<file path="src/rtl/ex_writeback_if.sv">
// Execute->writeback bus: execute beat in, register-file write out,
// PC redirect out and the NZP flag register. master = upstream/tb, slave = stage.
interface ex_writeback_if #(
    parameter int DATA_W = 12,
    parameter int REG_W  = 3
);
    logic              ex_valid;
    logic              ex_ready;
    logic [3:0]        ex_opcode;
    logic [REG_W-1:0]  ex_rd;
    logic [2:0]        ex_cond;
    logic [DATA_W-1:0] ex_result;
    logic              ex_zero;
    logic              ex_pos;
    logic              wb_valid;
    logic              wb_ready;
    logic [REG_W-1:0]  wb_addr;
    logic [DATA_W-1:0] wb_data;
    logic              redirect_valid;
    logic [DATA_W-1:0] redirect_pc;
    logic              flag_n;
    logic              flag_z;
    logic              flag_p;

    modport master (
        output ex_valid, ex_opcode, ex_rd, ex_cond, ex_result,
        output ex_zero, ex_pos, wb_ready,
        input  ex_ready, wb_valid, wb_addr, wb_data,
        input  redirect_valid, redirect_pc, flag_n, flag_z, flag_p
    );

    modport slave (
        input  ex_valid, ex_opcode, ex_rd, ex_cond, ex_result,
        input  ex_zero, ex_pos, wb_ready,
        output ex_ready, wb_valid, wb_addr, wb_data,
        output redirect_valid, redirect_pc, flag_n, flag_z, flag_p
    );
endinterface

</file>
<file path="src/rtl/ex_writeback.sv">
// Execute->writeback stage: registers ALU results into a valid/ready
// write port, keeps NZP flags, resolves branch/jump and squashes wrong-path beats.
// Ports: clk, rst_n (async active-low), bus (ex_writeback_if.slave).
module ex_writeback #(
    parameter int DATA_W      = 12,
    parameter int REG_W       = 3,
    parameter int FLUSH_DEPTH = 2
) (
    input logic            clk,
    input logic            rst_n,
    ex_writeback_if.slave  bus
);
    localparam int CNT_W = $clog2(FLUSH_DEPTH + 1);

    typedef enum logic {
        RUN,
        FLUSH
    } state_t;

    state_t            state;
    logic [CNT_W-1:0]  cnt;
    logic              wb_valid;
    logic [REG_W-1:0]  wb_addr;
    logic [DATA_W-1:0] wb_data;
    logic              redir_valid;
    logic [DATA_W-1:0] redir_pc;
    logic              fn;
    logic              fz;
    logic              fp;

    logic ready;
    logic accept;
    logic is_alu;
    logic is_br;
    logic is_jmp;
    logic taken;

    // FLUSH always accepts: discarded beats never need the write port.
    assign ready  = (state == FLUSH) | ~wb_valid | bus.wb_ready;
    assign accept = bus.ex_valid & ready;

    assign is_alu = bus.ex_opcode[3] | (bus.ex_opcode == 4'b0101);
    assign is_br  = (bus.ex_opcode == 4'b0011);
    assign is_jmp = (bus.ex_opcode == 4'b0010);
    assign taken  = is_jmp | (is_br & (|(bus.ex_cond & {fn, fz, fp})));

    always_ff @(posedge clk or negedge rst_n) begin
        if (!rst_n) begin
            state       <= RUN;
            cnt         <= '0;
            wb_valid    <= 1'b0;
            wb_addr     <= '0;
            wb_data     <= '0;
            redir_valid <= 1'b0;
            redir_pc    <= '0;
            fn          <= 1'b0;
            fz          <= 1'b1;
            fp          <= 1'b0;
        end else begin
            redir_valid <= 1'b0;
            if (wb_valid && bus.wb_ready) begin
                wb_valid <= 1'b0;
            end
            if (accept) begin
                if (state == FLUSH) begin
                    cnt <= cnt - CNT_W'(1);
                    if (cnt == CNT_W'(1)) begin
                        state <= RUN;
                    end
                end else begin
                    unique case (1'b1)
                        is_alu: begin
                            fz <= bus.ex_zero;
                            fp <= bus.ex_pos;
                            fn <= ~bus.ex_zero & ~bus.ex_pos;
                            if (bus.ex_rd != '0) begin
                                wb_valid <= 1'b1;
                                wb_addr  <= bus.ex_rd;
                                wb_data  <= bus.ex_result;
                            end
                        end
                        is_br, is_jmp: begin
                            if (taken) begin
                                redir_valid <= 1'b1;
                                redir_pc    <= bus.ex_result;
                                state       <= FLUSH;
                                cnt         <= CNT_W'(FLUSH_DEPTH);
                            end
                        end
                        default: begin
                        end
                    endcase
                end
            end
        end
    end

    assign bus.ex_ready       = ready;
    assign bus.wb_valid       = wb_valid;
    assign bus.wb_addr        = wb_addr;
    assign bus.wb_data        = wb_data;
    assign bus.redirect_valid = redir_valid;
    assign bus.redirect_pc    = redir_pc;
    assign bus.flag_n         = fn;
    assign bus.flag_z         = fz;
    assign bus.flag_p         = fp;
endmodule

</file>
<file path="src/flat_wrapper.sv">
// flat-port wrapper written by rule: the top's interface ports become plain ports
module ex_writeback_flat 
#(
    parameter int DATA_W      = 12,
    parameter int REG_W       = 3,
    parameter int FLUSH_DEPTH = 2
)
  (clk, rst_n, bus_ex_valid, bus_ex_opcode, bus_ex_rd, bus_ex_cond, bus_ex_result, bus_ex_zero, bus_ex_pos, bus_wb_ready, bus_ex_ready, bus_wb_valid, bus_wb_addr, bus_wb_data, bus_redirect_valid, bus_redirect_pc, bus_flag_n, bus_flag_z, bus_flag_p);
  ex_writeback_if #(.DATA_W(DATA_W), .REG_W(REG_W)) bus_i ();
  input logic clk;
  input logic rst_n;
  input wire logic [$bits(bus_i.ex_valid)-1:0] bus_ex_valid;
  input wire logic [$bits(bus_i.ex_opcode)-1:0] bus_ex_opcode;
  input wire logic [$bits(bus_i.ex_rd)-1:0] bus_ex_rd;
  input wire logic [$bits(bus_i.ex_cond)-1:0] bus_ex_cond;
  input wire logic [$bits(bus_i.ex_result)-1:0] bus_ex_result;
  input wire logic [$bits(bus_i.ex_zero)-1:0] bus_ex_zero;
  input wire logic [$bits(bus_i.ex_pos)-1:0] bus_ex_pos;
  input wire logic [$bits(bus_i.wb_ready)-1:0] bus_wb_ready;
  output wire logic [$bits(bus_i.ex_ready)-1:0] bus_ex_ready;
  output wire logic [$bits(bus_i.wb_valid)-1:0] bus_wb_valid;
  output wire logic [$bits(bus_i.wb_addr)-1:0] bus_wb_addr;
  output wire logic [$bits(bus_i.wb_data)-1:0] bus_wb_data;
  output wire logic [$bits(bus_i.redirect_valid)-1:0] bus_redirect_valid;
  output wire logic [$bits(bus_i.redirect_pc)-1:0] bus_redirect_pc;
  output wire logic [$bits(bus_i.flag_n)-1:0] bus_flag_n;
  output wire logic [$bits(bus_i.flag_z)-1:0] bus_flag_z;
  output wire logic [$bits(bus_i.flag_p)-1:0] bus_flag_p;
  assign bus_i.ex_valid = bus_ex_valid;
  assign bus_i.ex_opcode = bus_ex_opcode;
  assign bus_i.ex_rd = bus_ex_rd;
  assign bus_i.ex_cond = bus_ex_cond;
  assign bus_i.ex_result = bus_ex_result;
  assign bus_i.ex_zero = bus_ex_zero;
  assign bus_i.ex_pos = bus_ex_pos;
  assign bus_i.wb_ready = bus_wb_ready;
  assign bus_ex_ready = bus_i.ex_ready;
  assign bus_wb_valid = bus_i.wb_valid;
  assign bus_wb_addr = bus_i.wb_addr;
  assign bus_wb_data = bus_i.wb_data;
  assign bus_redirect_valid = bus_i.redirect_valid;
  assign bus_redirect_pc = bus_i.redirect_pc;
  assign bus_flag_n = bus_i.flag_n;
  assign bus_flag_z = bus_i.flag_z;
  assign bus_flag_p = bus_i.flag_p;
  ex_writeback #(.DATA_W(DATA_W), .REG_W(REG_W), .FLUSH_DEPTH(FLUSH_DEPTH)) u_core (.clk(clk), .rst_n(rst_n), .bus(bus_i));
endmodule
</file>
<file path="config.mk">
export PLATFORM = sky130hd
export DESIGN_NAME = ex_writeback_flat
export DESIGN_NICKNAME = d
export VERILOG_FILES = /design/src/rtl/ex_writeback_if.sv /design/src/rtl/ex_writeback.sv /design/src/flat_wrapper.sv
export SDC_FILE = /design/constraint.sdc
export NUM_CORES = 1
export LEC_CHECK = 0
export CORE_UTILIZATION = 34
export DETAILED_ROUTE_END_ITERATION = 8
export PLACE_DENSITY = 0.78
export SYNTH_ARGS = -nofsm -noshare
export SYNTH_HDL_FRONTEND = slang
export SYNTH_SLANG_ARGS = --single-unit
export TNS_END_PERCENT = 30
</file>
<file path="constraint.sdc">
create_clock -name clk -period 1.9 [get_ports clk]
set_clock_uncertainty 0.05 [all_clocks]
set_input_delay 0.57 -clock clk [delete_from_list [all_inputs] [get_ports clk]]
set_output_delay 0.57 -clock clk [all_outputs]
set_load 0.1 [all_outputs]
</file>
==> qor.yml <==
clocking:
  clock_tree.htree_level_count: 2
  cts_made_buffers: 5
  clockRootBuffer: "clkbuf_8"
  cts.sink_count: 35
  cts_hold_buf: 0
  tritoncts_clock_tree: "yes"
  clkLatencyLatePin_ns: 0.28
  clock_path_buffers: 2
  clk_pin_slew_worst_paths_ns: 0.07
global_routing:
  gr-total-overflow: 0
  initial_antenna_violation_count: 0
  track_usage_pct: 19.74
  grt_pass1_vias: 1227
  pin_count_of_the_biggest_net_entering_global_routing: 36
  grt_first_pass_wirelength_mm: 6.354
worst_setup_path:
  rr_worst_depth: 5
  crit_type: "in -> reg"
  required_ns: 2.01
  cp_slowest_stage_delay_ns: 0.47
  ff2ff_setup_slack_ns: 0.15
  arrival_ns: 1.99
  critical_path.startpoint: "bus_ex_cond[0]"
  critical_path.endpoint_type: "flop"
  cp_top_family: "buffers and inverters"
  timing.critical_path.cells: "clkdlybuf4s50_1, nand2_2, a31oi_4, nand4_4, buf_12, mux2_4"
  timing.critical_path.slowest_stage_cell: "clkdlybuf4s50_1"
  worst_setup_path_start_kind: "input pin"
  crit_path_max_fanout: 7
  r2r_start: "u_core.bus.flag_z$_DFFE_PN1P_"
  crit-reg2reg-capture: "u_core.bus.redirect_pc[1]$_DFFE_PN0P_"
  worstPathBufferInverterCount: 2
drt:
  drt.antenna.violating_nets: 0
  wl_mm: 3.884
  post-route-drc-count: 0
  mean_routed_wirelength_per_cell_um: 16.67
  detailed_router_iteration_count_before_antenna_repair: 4
  dr_total_vias: 1127
  post_drt_via_cell_ratio: 4.837
  drt_iter0_drc: 26
layout:
  finalNonFillerCells: 233
  areaGrowthSynthToFinish_pct: 88.06
  n_antenna_cell: 0
  area.sequential_um2: 887.1
  multiInputGateArea_um2: 580.6
  n_fill_cell: 266
  drive_above_1_share_pct: 50.82
  fin_nets: 211
  final_core_utilization_pct: 67.52
placement:
  detailedPlacementHpwl_mm: 2.871
  placed_cells: 222
  i_o_buffers: 60
  finalWeightedCongestion: 0.6784
floorplan:
  core_area_um2: 4029
  die_area_um2: 4519
  initial_core_util_pct: 35.90
  die_h_um: 67.23
  floorplan.die.width_um: 67.23
  floorplan.rows: 23
  pin_count: 61
yosys:
  synth_area_leaders: "dfrtp_1 59%, mux2_2 12%, mux2_4 8.3%, nand2_1 3.6%, dfstp_2 1.8%"
  synthMostInstantiatedCell: "dfrtp_1"
  postSynthCellCount: 100
  synth.lib_cells_used.distinct: 27
  syn-mean-instance-area_um2: 14.46
  synth-main-ff-cell: "dfrtp_1"
  yosys_warnings: 0
  synthesis.nets: 129
  number_of_synthesized_flops_with_an_enable_pin: 0
  share_of_synthesized_area_occupied_by_flip_flops_and_latches_pct: 60.64
  synthArstFlopShare_pct: 100.0
  netlist_top_cells_count: "34 x dfrtp_1, 15 x mux2_2, 14 x nand2_1"
  netlist.top_cell.by_area: "dfrtp_1"
  synth_top_cell_area_share_pct: 58.82
  synth-seq-cells: 35
  mapped_cell_area_um2: 1446
flow_run:
  timing.max_cap.violations: 0
sta:
  maxSlewHeadroom_pct: 79.31
  grt_setup_unrepaired: "no"
  worst-slew-pin-transition_ns: 0.3101
  max_freq_mhz: 531.8
  final-setup-viol-count: 0
  final.hold.worst_slack_ns: 0.4952
  period_minus_slack_ns: 1.881
  report.final.hold_viol_count: 0
  timing.final.max_slew_violations: 0
  fin_crit_sh_pct: 98.97
worst_hold_path:
  holdPathEnd: "u_core.state$_DFFE_PN0P_"
  timing.hold.worst.class: "reg -> reg"
  hold_depth: 2
  worstHoldStart: "u_core.state$_DFFE_PN0P_"
outcome:
  run_status: "completed"
-- placed cells by master (no fill, tap or decap), types with 2 or more instances in the layout --
master,synthesis,final
inv_1,3,3
clkbuf_8,0,5
buf_4,0,14
dlygate4sd2_1,0,2
nand2b_4,0,2
clkbuf_1,0,3
nand2_1,14,13
mux2_2,15,15
clkdlybuf4s15_1,0,2
dfrtp_2,0,2
dfrtp_1,34,31
clkdlybuf4s50_1,0,21
mux2_4,8,8
a22o_1,3,3
buf_12,0,35
-- logic make-up (layout without fill, tap and decap cells) --
family                   count (synthesis)  after routing  share of synthesized area, %
multiplexers                            25             25                         21.45
buffers and inverters                    5             88                         1.903
AO/OA/AOI/OAI                           10             10                         6.143
adder cells (fa/ha/maj)                  1              1                        0.8649
AND/OR/NAND/NOR                         24             24                         8.996
flip-flops                              35             35                         60.64
-- metal layers --
metal	global-route usage [%]	up-vias	wire [um]
met2	33.75	51	2007
li1	-	518	-
met4	6.915	0	86
met3	7.939	11	322
met5	0	-	0
met1	22.10	547	1468
-- registers in the layout (all words and copies together) (netlist names), 2 cells and up --
| signal | flops |
|---|---|
| u_core.bus.redirect_pc | 12 |
| u_core.bus.wb_addr | 3 |
| u_core.bus.wb_data | 12 |
| u_core.cnt | 2 |
-- metrics by stage --
step | cell area (um^2) | setup WS [ns] | setup TNS, ns
4_1_cts | 2706 | 0.006111 | 0
2_1_floorplan | 1484 | -0.03326 | -0.3936
3_3_place_gp | 2587 | -0.4470 | -10.89
5_1_grt | 2720 | 0.001366 | 0
6_report | 2720 | 0.01949 | 0
3_5_place_dp | 2587 | -0.4864 | -12.08
-- what timing repair did --
action | in CTS | in global routing
setup buffers | 1 | 1
endpoints found under the setup margin | 26 | 23
gates cloned | 1 | 0
gates resized for setup | 9 | 5
pin swaps | 3 | 5
-- how the worst max path moves through the flow --
stage / to / slack [ns] / cells after the start
6_report: u_core.bus.redirect_pc[1]$_DFFE_PN0P_ / 0.02 / 6
3_5_place_dp: u_core.bus.redirect_pc[7]$_DFFE_PN0P_ / -0.49 / 6
2_1_floorplan: u_core.bus.wb_data[0]$_DFFE_PN0P_ / -0.03 / 4
4_1_cts: u_core.bus.redirect_pc[10]$_DFFE_PN0P_ / 0.006 / 6
5_1_grt: u_core.bus.redirect_pc[1]$_DFFE_PN0P_ / 0.001 / 6
3_3_place_gp: u_core.bus.redirect_pc[7]$_DFFE_PN0P_ / -0.45 / 6
-- worst register-to-register path: stages (launching register included) --
cell,delay [ns]
dfstp_4,0.64
a22oi_2,0.11
a31oi_4,0.19
nand4_4,0.16
buf_12,0.20
mux2_4,0.30
-- layout make-up --
cell class	instances	area share [%]
Clock buffer	8	2.944
Inverter	3	0.4140
Multi-Input combinational cell	60	21.34
Sequential cell	35	32.61
Tap cell	50	2.300
Timing Repair Buffer	77	40.39
Power is not shown: default switching activity piles up to over one toggle a cycle in this logic, so the estimate is an artifact.
